## src/rtl/fp32_pkg.sv

```systemverilog
// Shared FP32 definitions for the lab FPU datapath (divider and multiplier).
// Provides field widths, the exponent bias, the canonical quiet NaN and the
// all-ones exponent. It also provides the operand-class enum, the divider
// state enum and the packed status-flag struct.
package fp32_pkg;

  localparam int unsigned EXP_W = 8;
  localparam int unsigned MAN_W = 23;
  localparam int          BIAS  = 127;

  localparam logic [31:0]      QNAN    = 32'h7FC00000;
  localparam logic [EXP_W-1:0] EXP_MAX = 8'hFF;

  typedef enum logic [1:0] {
    FP_ZERO,
    FP_NORMAL,
    FP_INF,
    FP_NAN
  } fp_class_e;

  typedef enum logic [1:0] {
    IDLE,
    DIVIDE,
    NORM,
    DONE
  } div_state_e;

  typedef struct packed {
    logic inf;
    logic nan;
    logic zero;
    logic overflow;
    logic underflow;
    logic div_by_zero;
  } fp_flags_t;

endpackage

```

## src/rtl/fp32_classify.sv

```systemverilog
// Combinational IEEE-754 single-precision operand classifier.
// Denormals (exp=0, mant!=0) are flushed to zero.
//   i_op    : 32-bit IEEE-754 single operand
//   o_class : FP_ZERO / FP_NORMAL / FP_INF / FP_NAN
module fp32_classify
  import fp32_pkg::*;
(
  input  logic [31:0] i_op,
  output fp_class_e   o_class
);

  logic [EXP_W-1:0] w_exp;
  logic [MAN_W-1:0] w_man;
  logic             w_unused_sign;

  assign w_exp         = i_op[30:23];
  assign w_man         = i_op[MAN_W-1:0];
  assign w_unused_sign = i_op[31];

  always_comb begin
    o_class = FP_NORMAL;
    if (w_exp == '0) begin
      o_class = FP_ZERO;
    end else if (w_exp == EXP_MAX) begin
      o_class = (w_man == '0) ? FP_INF : FP_NAN;
    end
  end

endmodule

```

## src/rtl/fp32_divider.sv

```systemverilog
// Iterative IEEE-754 single-precision divider, result = X / Y.
// Restoring division yields one quotient bit per cycle (25 cycles), followed
// by a normalisation cycle and a one-cycle done pulse. Special operands
// bypass the datapath and complete on the cycle after accept.
//   clk, reset_n : rising-edge clock, synchronous active-low reset
//   start        : request, accepted only while ready=1
//   X, Y         : dividend / divisor, sampled on the accept edge
//   ready        : high in IDLE only
//   done         : one-cycle pulse, result and flags valid on it
//   result       : quotient (truncated), held until the next result
//   inf, nan, zero, overflow, underflow, div_by_zero : status flags
module fp32_divider
  import fp32_pkg::*;
#(
  parameter int unsigned QBITS = 25
) (
  input  logic        clk,
  input  logic        reset_n,
  input  logic        start,
  input  logic [31:0] X,
  input  logic [31:0] Y,
  output logic        ready,
  output logic        done,
  output logic [31:0] result,
  output logic        inf,
  output logic        nan,
  output logic        zero,
  output logic        overflow,
  output logic        underflow,
  output logic        div_by_zero
);

  div_state_e        r_state;
  logic              r_ready;
  logic              r_done;
  logic [31:0]       r_result;
  fp_flags_t         r_flags;
  logic              r_sign;
  logic [EXP_W-1:0]  r_ex;
  logic [EXP_W-1:0]  r_ey;
  logic [24:0]       r_rem;
  logic [23:0]       r_b;
  logic [24:0]       r_q;
  logic [4:0]        r_cnt;

  fp_class_e         w_cx;
  fp_class_e         w_cy;
  logic              w_sign;
  logic              w_special;
  logic [31:0]       w_sp_result;
  fp_flags_t         w_sp_flags;

  logic              w_ge;
  logic [24:0]       w_rem_sel;
  logic [24:0]       w_rem_next;

  logic signed [9:0] w_e;
  logic signed [9:0] w_exp_n;
  logic [MAN_W-1:0]  w_mant;
  logic [31:0]       w_nm_result;
  fp_flags_t         w_nm_flags;

  fp32_classify u_class_x (.i_op(X), .o_class(w_cx));
  fp32_classify u_class_y (.i_op(Y), .o_class(w_cy));

  assign w_sign = X[31] ^ Y[31];

  // Special-case resolution, highest precedence first.
  always_comb begin
    w_special   = 1'b1;
    w_sp_result = '0;
    w_sp_flags  = '0;
    if (w_cx == FP_NAN || w_cy == FP_NAN ||
        (w_cx == FP_ZERO && w_cy == FP_ZERO) ||
        (w_cx == FP_INF  && w_cy == FP_INF)) begin
      w_sp_result    = QNAN;
      w_sp_flags.nan = 1'b1;
    end else if (w_cx == FP_NORMAL && w_cy == FP_ZERO) begin
      w_sp_result            = {w_sign, EXP_MAX, {MAN_W{1'b0}}};
      w_sp_flags.inf         = 1'b1;
      w_sp_flags.div_by_zero = 1'b1;
    end else if (w_cx == FP_INF) begin
      w_sp_result    = {w_sign, EXP_MAX, {MAN_W{1'b0}}};
      w_sp_flags.inf = 1'b1;
    end else if (w_cx == FP_ZERO || w_cy == FP_INF) begin
      w_sp_result     = {w_sign, 31'h0};
      w_sp_flags.zero = 1'b1;
    end else begin
      w_special = 1'b0;
    end
  end

  // Restoring step: the remainder stays below B after each subtract, so the
  // left shift always fits the 25-bit remainder register.
  assign w_ge       = (r_rem >= {1'b0, r_b});
  assign w_rem_sel  = w_ge ? (r_rem - {1'b0, r_b}) : r_rem;
  assign w_rem_next = w_rem_sel << 1;

  // Exponent in a 10-bit signed datapath so range checks see no wrap.
  assign w_e     = $signed({2'b00, r_ex}) - $signed({2'b00, r_ey}) + $signed(10'(BIAS));
  assign w_exp_n = r_q[24] ? w_e : (w_e - 10'sd1);
  assign w_mant  = r_q[24] ? r_q[23:1] : r_q[22:0];

  always_comb begin
    w_nm_result = {r_sign, w_exp_n[7:0], w_mant};
    w_nm_flags  = '0;
    if (w_exp_n > 10'sd254) begin
      w_nm_result         = {r_sign, EXP_MAX, {MAN_W{1'b0}}};
      w_nm_flags.overflow = 1'b1;
    end else if (w_exp_n < 10'sd1) begin
      w_nm_result          = {r_sign, 31'h0};
      w_nm_flags.underflow = 1'b1;
    end
  end

  always_ff @(posedge clk) begin
    if (!reset_n) begin
      r_state  <= IDLE;
      r_ready  <= 1'b1;
      r_done   <= 1'b0;
      r_result <= '0;
      r_flags  <= '0;
    end else begin
      r_done <= 1'b0;
      case (r_state)
        IDLE: begin
          if (start) begin
            r_ready <= 1'b0;
            r_sign  <= w_sign;
            r_ex    <= X[30:23];
            r_ey    <= Y[30:23];
            if (w_special) begin
              r_result <= w_sp_result;
              r_flags  <= w_sp_flags;
              r_done   <= 1'b1;
              r_state  <= DONE;
            end else begin
              r_rem   <= {2'b01, X[MAN_W-1:0]};
              r_b     <= {1'b1, Y[MAN_W-1:0]};
              r_q     <= '0;
              r_cnt   <= '0;
              r_state <= DIVIDE;
            end
          end
        end
        DIVIDE: begin
          r_rem <= w_rem_next;
          r_q   <= {r_q[23:0], w_ge};
          if (r_cnt == 5'(QBITS - 1)) begin
            r_state <= NORM;
          end else begin
            r_cnt <= r_cnt + 5'd1;
          end
        end
        NORM: begin
          r_result <= w_nm_result;
          r_flags  <= w_nm_flags;
          r_done   <= 1'b1;
          r_state  <= DONE;
        end
        DONE: begin
          r_ready <= 1'b1;
          r_state <= IDLE;
        end
        default: begin
          r_ready <= 1'b1;
          r_state <= IDLE;
        end
      endcase
    end
  end

  assign ready       = r_ready;
  assign done        = r_done;
  assign result      = r_result;
  assign inf         = r_flags.inf;
  assign nan         = r_flags.nan;
  assign zero        = r_flags.zero;
  assign overflow    = r_flags.overflow;
  assign underflow   = r_flags.underflow;
  assign div_by_zero = r_flags.div_by_zero;

endmodule

```

## config.mk

```make
export PLATFORM = sky130hd
export DESIGN_NAME = fp32_divider
export DESIGN_NICKNAME = d
export VERILOG_FILES = /design/src/rtl/fp32_pkg.sv /design/src/rtl/fp32_classify.sv /design/src/rtl/fp32_divider.sv
export SDC_FILE = /design/constraint.sdc
export NUM_CORES = 1
export LEC_CHECK = 0
export ABC_AREA = 1
export CAP_MARGIN = 10
export CORE_MARGIN = 5
export CORE_UTILIZATION = 61
export DETAILED_ROUTE_END_ITERATION = 16
export PLACE_DENSITY = 0.87
export SKIP_CTS_REPAIR_TIMING = 1
export SLEW_MARGIN = 30
export SYNTH_ARGS = -nofsm -noshare
export SYNTH_HDL_FRONTEND = slang
export SYNTH_SLANG_ARGS = --single-unit
```

## constraint.sdc

```tcl
create_clock -name clk -period 25.9 [get_ports clk]
set_input_delay 2.59 -clock clk [delete_from_list [all_inputs] [get_ports clk]]
set_output_delay 2.59 -clock clk [all_outputs]
set_load 0.005 [all_outputs]
```

=== After elaboration in Yosys (flattened, before gate mapping) ===
Cells that the tools add are included.

* Reduce and logical (&&, ||, !) cells: 24
* Bitwise logic cells: 2
* Multiplexer cells: 56
* $lt $le $gt $ge: 3
* Add/sub/neg operators: 5
* Eq/ne operators: 16

{| class="wikitable"
|+ Operator list
! cell !! number
|-
| two-way mux 32 bit || 6
|-
| two-way mux 25 bit || 4
|-
| one-hot mux 25 bit (2 select lines) || 2
|-
| one-hot mux 32 bit (2 select lines) || 1
|-
| two-way mux 31 bit || 2
|-
| zero test 23 bit || 2
|-
| greater-or-equal comparator 25 x 24 -> 1 bit || 1
|-
| two-way mux 24 bit || 1
|-
| subtractor 24 bit || 1
|-
| two-way mux 23 bit || 1
|-
| two-way mux 1 bit || 21
|-
| equality test 8 bit, second input constant || 2
|-
| zero test 8 bit || 2
|-
| two-way mux 5 bit || 3
|-
| two-way mux 2 bit || 7
|-
| equality test 2 bit, second input constant || 6
|-
| two-way mux 6 bit || 2
|-
| one-hot mux 6 bit (2 select lines) || 1
|-
| adder 9 x 8 -> 10 bit, second input constant || 1
|-
| > comparator 10 x 9 -> 1 bit, second input constant || 1
|-
| less-than comparator 10 x 2 -> 1 bit, second input constant || 1
|-
| two-way mux 10 bit || 1
|-
| inequality test 2 bit, second input constant || 5
|-
| one-hot mux 5 bit (2 select lines) || 1
|-
| 17 further kinds || 31
|}

* Output and inout bits: 40
* Bits in registers: 137
* Bits of input ports: 67
* Logic and storage cells: 123

=== Depth between registers and ports, before layout ===
* Depth after elaboration: 13
* Depth in mapped cells: 25
* Depth with buffers taken out: 24

=== Modules after synthesis ===
A second synthesis with hierarchy kept.

* Cells, all modules: 1066
* Area, all modules: 8229.1 sq um

{| class="wikitable"
|+ By module, submodules not included
! module !! instances !! seq. area each (sq um) !! area an instance (sq um) !! cells each
|-
| fp32_divider || 1 || 3693.5 || 7911.3 || 984
|-
| fp32_classify || 2 || 0.0 || 158.9 || 41
|}

=== Least setup slack after synthesis ===
No wires, ideal clock.

* Path type: input -> register
* Start point: input port X[30]
* End point: register r_cnt[0] (enable)
* Buffers on the path: 0
* Path slack: 13566 ps
* Stages: 12
* Arrival time: 12012 ps
* Data required time: 25579 ps
* Library setup time: 321 ps
* Path through: nor2_1 > nand2_1 > nor2_1 > inv_1 > nand3_1 > nand2_1 > nor2_1 > nand3_1 > nand2_1 > inv_1 > a2111oi_0 > o21a_1

* Cells in the longest elaborated chain, start to end: 11
* Elaborated cells between the ends (all ways): 21
* Those cells by class: eq/ne: 5; mux: 6; reduce/logical: 10

{| class="wikitable"
|+ RTL lines
! what !! line !! source
|-
| start: declaration || fp32_divider.sv:20 || <nowiki>input logic [31:0] X,</nowiki>
|-
| equality test 8 bit || fp32_classify.sv:24 || <nowiki>end else if (w_exp == EXP_MAX) begin</nowiki>
|-
| two-way mux 2 bit || fp32_classify.sv:24 ||
|-
| two-way mux 2 bit (*) || fp32_classify.sv:22 || <nowiki>if (w_exp == '0) begin</nowiki>
|-
| zero test 2 bit || fp32_divider.sv:74, fp32_divider.sv:85 ||
|-
| logical OR 1 bit || fp32_divider.sv:85 || <nowiki>end else if (w_cx == FP_ZERO || w_cy == FP_INF) begin</nowiki>
|-
| two-way mux 1 bit || fp32_divider.sv:85 ||
|-
| two-way mux 1 bit || fp32_divider.sv:82 || <nowiki>end else if (w_cx == FP_INF) begin</nowiki>
|-
| two-way mux 1 bit || fp32_divider.sv:78 || <nowiki>end else if (w_cx == FP_NORMAL && w_cy == FP_ZERO) begin</nowiki>
|-
| two-way mux 1 bit (*) || fp32_divider.sv:73 || <nowiki>if (w_cx == FP_NAN || w_cy == FP_NAN ||</nowiki>
|-
| inequality test 2 bit (no line) (*) || - ||
|-
| AND reduction 5 bit (no line) (*) || - ||
|-
| end signal: assignment || fp32_divider.sv:152 || <nowiki>r_cnt <= r_cnt + 5'd1;</nowiki>
|-
| end: declaration || fp32_divider.sv:44 || <nowiki>logic [4:0] r_cnt;</nowiki>
|}

Every way passes the cells marked *; elsewhere a longest branch is shown, timed or not.
A chain may end at the register's enable or synchronous reset.

=== Worst setup path in the final report ===
* Start point: input port X[30]
* End point: register r_cnt[2] (enable)

The elaborated chain is that of the path after synthesis.

==> metrics.cfg <==
[outcome]
run_status = complete, no violations

[grt]
grt_pass1_vias = 7405
grt_pass1_wl_mm = 33.4
use_met2_pct = 43.5
grt_max_degree = 51
grtUsageMet1_pct = 31.4
use_met3_pct = 4.13
grt_util_all_layers_pct = 25.0
grt_overflow_total = 0
antenna_found_initial = 0
gr-max-usage-layer = met2

[sta]
fin_crit_sh_pct = 21.2
tns_ns = 0
rsz0062_at_grt = no
timing.hold.ws_ns = 0.472
max_slew_margin_pct = 42.9
fin_skew_ns = 0.00538
slew_viol_final = 0
finalSetupViolCount = 0
tightest_slew_ns = 0.856
fmax_mhz = 182
hold_viol = 0
period_minus_slack_ns = 5.49

[clock_network]
cts_tree = done
clock_latency_ns = 0.42
cts.clk_slew.worst_paths_ns = 0.06
numCtsBuffers = 17
clock_sinks = 137
clk_path_buf_depth = 2
cts-root-buf = clkbuf_16
cts_max_level = 4

[drt]
firstDrtPassIters = 5
via_per_inst = 5.39
ant_nets = 0
drc = 0
wire_per_inst_um = 14.2
routed_wl_mm = 20.2
drtIter0Drc = 579
vias = 7689

[final_layout]
nFillCells = 1003
final_cells = 1426
layout-drive-gt1-share_pct = 5.70
diodes = 0
fin_util_pct = 74.1
areaGrowthSynthToFinish_pct = 20.0
nNetsFinal = 1341

[synth]
synth_area_leaders = edfxtp_1 (33%), nand2_1 (13%), dfxtp_1 (9.8%), inv_1 (7.1%), nor2_1 (7.0%)
yosysWarnings = 0
synth_area_per_cell_sq_um = 7.48
synthDistinctLibCells = 42
synth_top_cell_area_share_pct = 33.4
synth_top_area_cell = edfxtp_1
async_flop_share_pct = 0
ys_seq_area_share_pct = 43.3
synth_edf_count = 95
synthTopCellsByCount = nand2_1 (291), inv_1 (162), nor2_1 (160), edfxtp_1 (95), nand3_1 (59)
ys_ff_latch = 137
synth_ff_type = edfxtp_1
synth_area_sq_um = 8540
synth.most_common_cell = nand2_1
syn-num-nets = 1249
netlist_instances = 1141

[place]
numPortBuffers = 106
dp_hpwl_mm = 14.4
dp_cells = 1394
gp_congestion = 0.852

[floorplan]
io_pins = 107
start_util_pct = 61.8
die_h_um = 128
die_area_sq_um = 16500
core.rowCount = 43
fp.dieW_um = 128
fp.coreArea_sq_um = 13800

[worst_setup_path]
cp_slowest_stage_delay_ns = 0.61
crit_type = input port to flip-flop
crit_required_ns = 26.01
path_cells = clkdlybuf4s50_1 > nor2_1 > nand2_1 > nor2_1 > inv_1 > nand3_1 > nand2_1 > nor2_1 > nand3_1 > nand2_1 > inv_1 > a2111oi_2 > buf_4 > o21a_1
cp_slowest_cell = buf_4
start_kind = input port
worstSetupEndpointType = flip-flop
critical_path_arrival_ns = 5.59
crit_fanout = 50

[min_path]
hold_class = flip-flop to flip-flop

[power_and_ir_drop]
leakagePower_nw = 4.62
power_density_nw_per_um2 = 93.6
peakVddDrop_mv = 0.0686

[run]
max-cap-violations = 0

routing by layer:
metal  vias up  wire [um]
li1       3888          -
met1      3513       8580
met2       243      10000
met3        45       1180
met4         0        466
met5         -          0
registers in the layout (all words and copies together), names as in the netlist:
register / count
done: 1
ready: 1
result: 32
r_q: 25
inf: 1
nan: 1
zero: 1
r_cnt: 5
r_ex: 8
r_state: 2
r_sign: 1
r_b: 23
r_ey: 8
underflow: 1
r_rem: 25
div_by_zero: 1
overflow: 1
cells in the final DEF, fill, tap and decap left out, types with 2 or more instances in the layout:
| cell | count |
|---|---|
| a21boi_0 | 2 |
| a21oi_1 | 58 |
| a21oi_4 | 2 |
| a31oi_1 | 2 |
| buf_4 | 4 |
| clkbuf_1 | 9 |
| clkbuf_16 | 18 |
| clkbuf_8 | 4 |
| clkdlybuf4s50_1 | 106 |
| clkinv_1 | 2 |
| dfxtp_1 | 42 |
| edfxtp_1 | 95 |
| fa_1 | 2 |
| ha_1 | 39 |
| inv_1 | 161 |
| inv_2 | 9 |
| nand2_1 | 290 |
| nand2_2 | 13 |
| nand3_1 | 59 |
| nand3_2 | 3 |
| nand3b_1 | 3 |
| nand4_1 | 35 |
| nor2_1 | 159 |
| nor2_2 | 9 |
| nor2_4 | 3 |
| nor3_1 | 11 |
| nor4_1 | 3 |
| o211ai_1 | 6 |
| o21ai_0 | 58 |
| o21bai_1 | 3 |
| or2_2 | 2 |
| xnor2_1 | 11 |
| xor2_1 | 13 |
where the power goes:
part	total, mW	leakage [nW]	internal, mW	switching, mW
clock network	0.225	0.266	0.139	0.0863
logic	0.403	3.12	0.140	0.263
registers	0.331	1.23	0.301	0.0301
total	0.959	4.62	0.580	0.380
area by class of cell:
class | instances | area, sq um | area share, %
clock buffers | 31 | 539 | 5.26
clock inverters | 1 | 6.26 | 0.0611
inverters | 172 | 646 | 6.30
multi-input cells | 795 | 4050 | 39.5
flip-flops and latches | 137 | 3690 | 36.0
well taps | 180 | 225 | 2.20
repair buffers | 110 | 1090 | 10.6
kinds of logic after synthesis:
family	count (synthesis)	synth area share (%)
flip-flops	137	43.3
adder cells (fa/ha/maj)	41	6.18
buffers and inverters	209	9.63
XOR/XNOR	24	2.46
AND/OR/NAND/NOR	591	29.4
AO/OA/AOI/OAI	139	9.06
through the flow:
step	total power [mW]	setup WS (ns)	area, sq um
CTS	0.956	20.44	10200
floorplan	0.634	13.57	8540
detailed placement	0.728	20.04	9700
global route	1.03	20.09	10200
finish	0.959	20.41	10200
global placement	0.713	19.87	9690
path summary, 6_finish.rpt:
check                           startpoint   endpoint  slack, ns  cells past startpoint
worst max-delay path                 X[30]   r_cnt[2]      20.41                     14
worst min-delay path              overflow   overflow       0.47                      2
worst max register to register    r_rem[2]  r_rem[17]      22.32                     15
worst min register to register    overflow   overflow       0.47                      2
critical path, delay by kind of cell:
kind                   cells  cell delay (ns)
buffers and inverters      4             1.24
AOI/OAI and AO/OA          2             0.63
and+or+nand+nor            8             1.11
No activity file was read; power rests on OpenSTA's default activity.
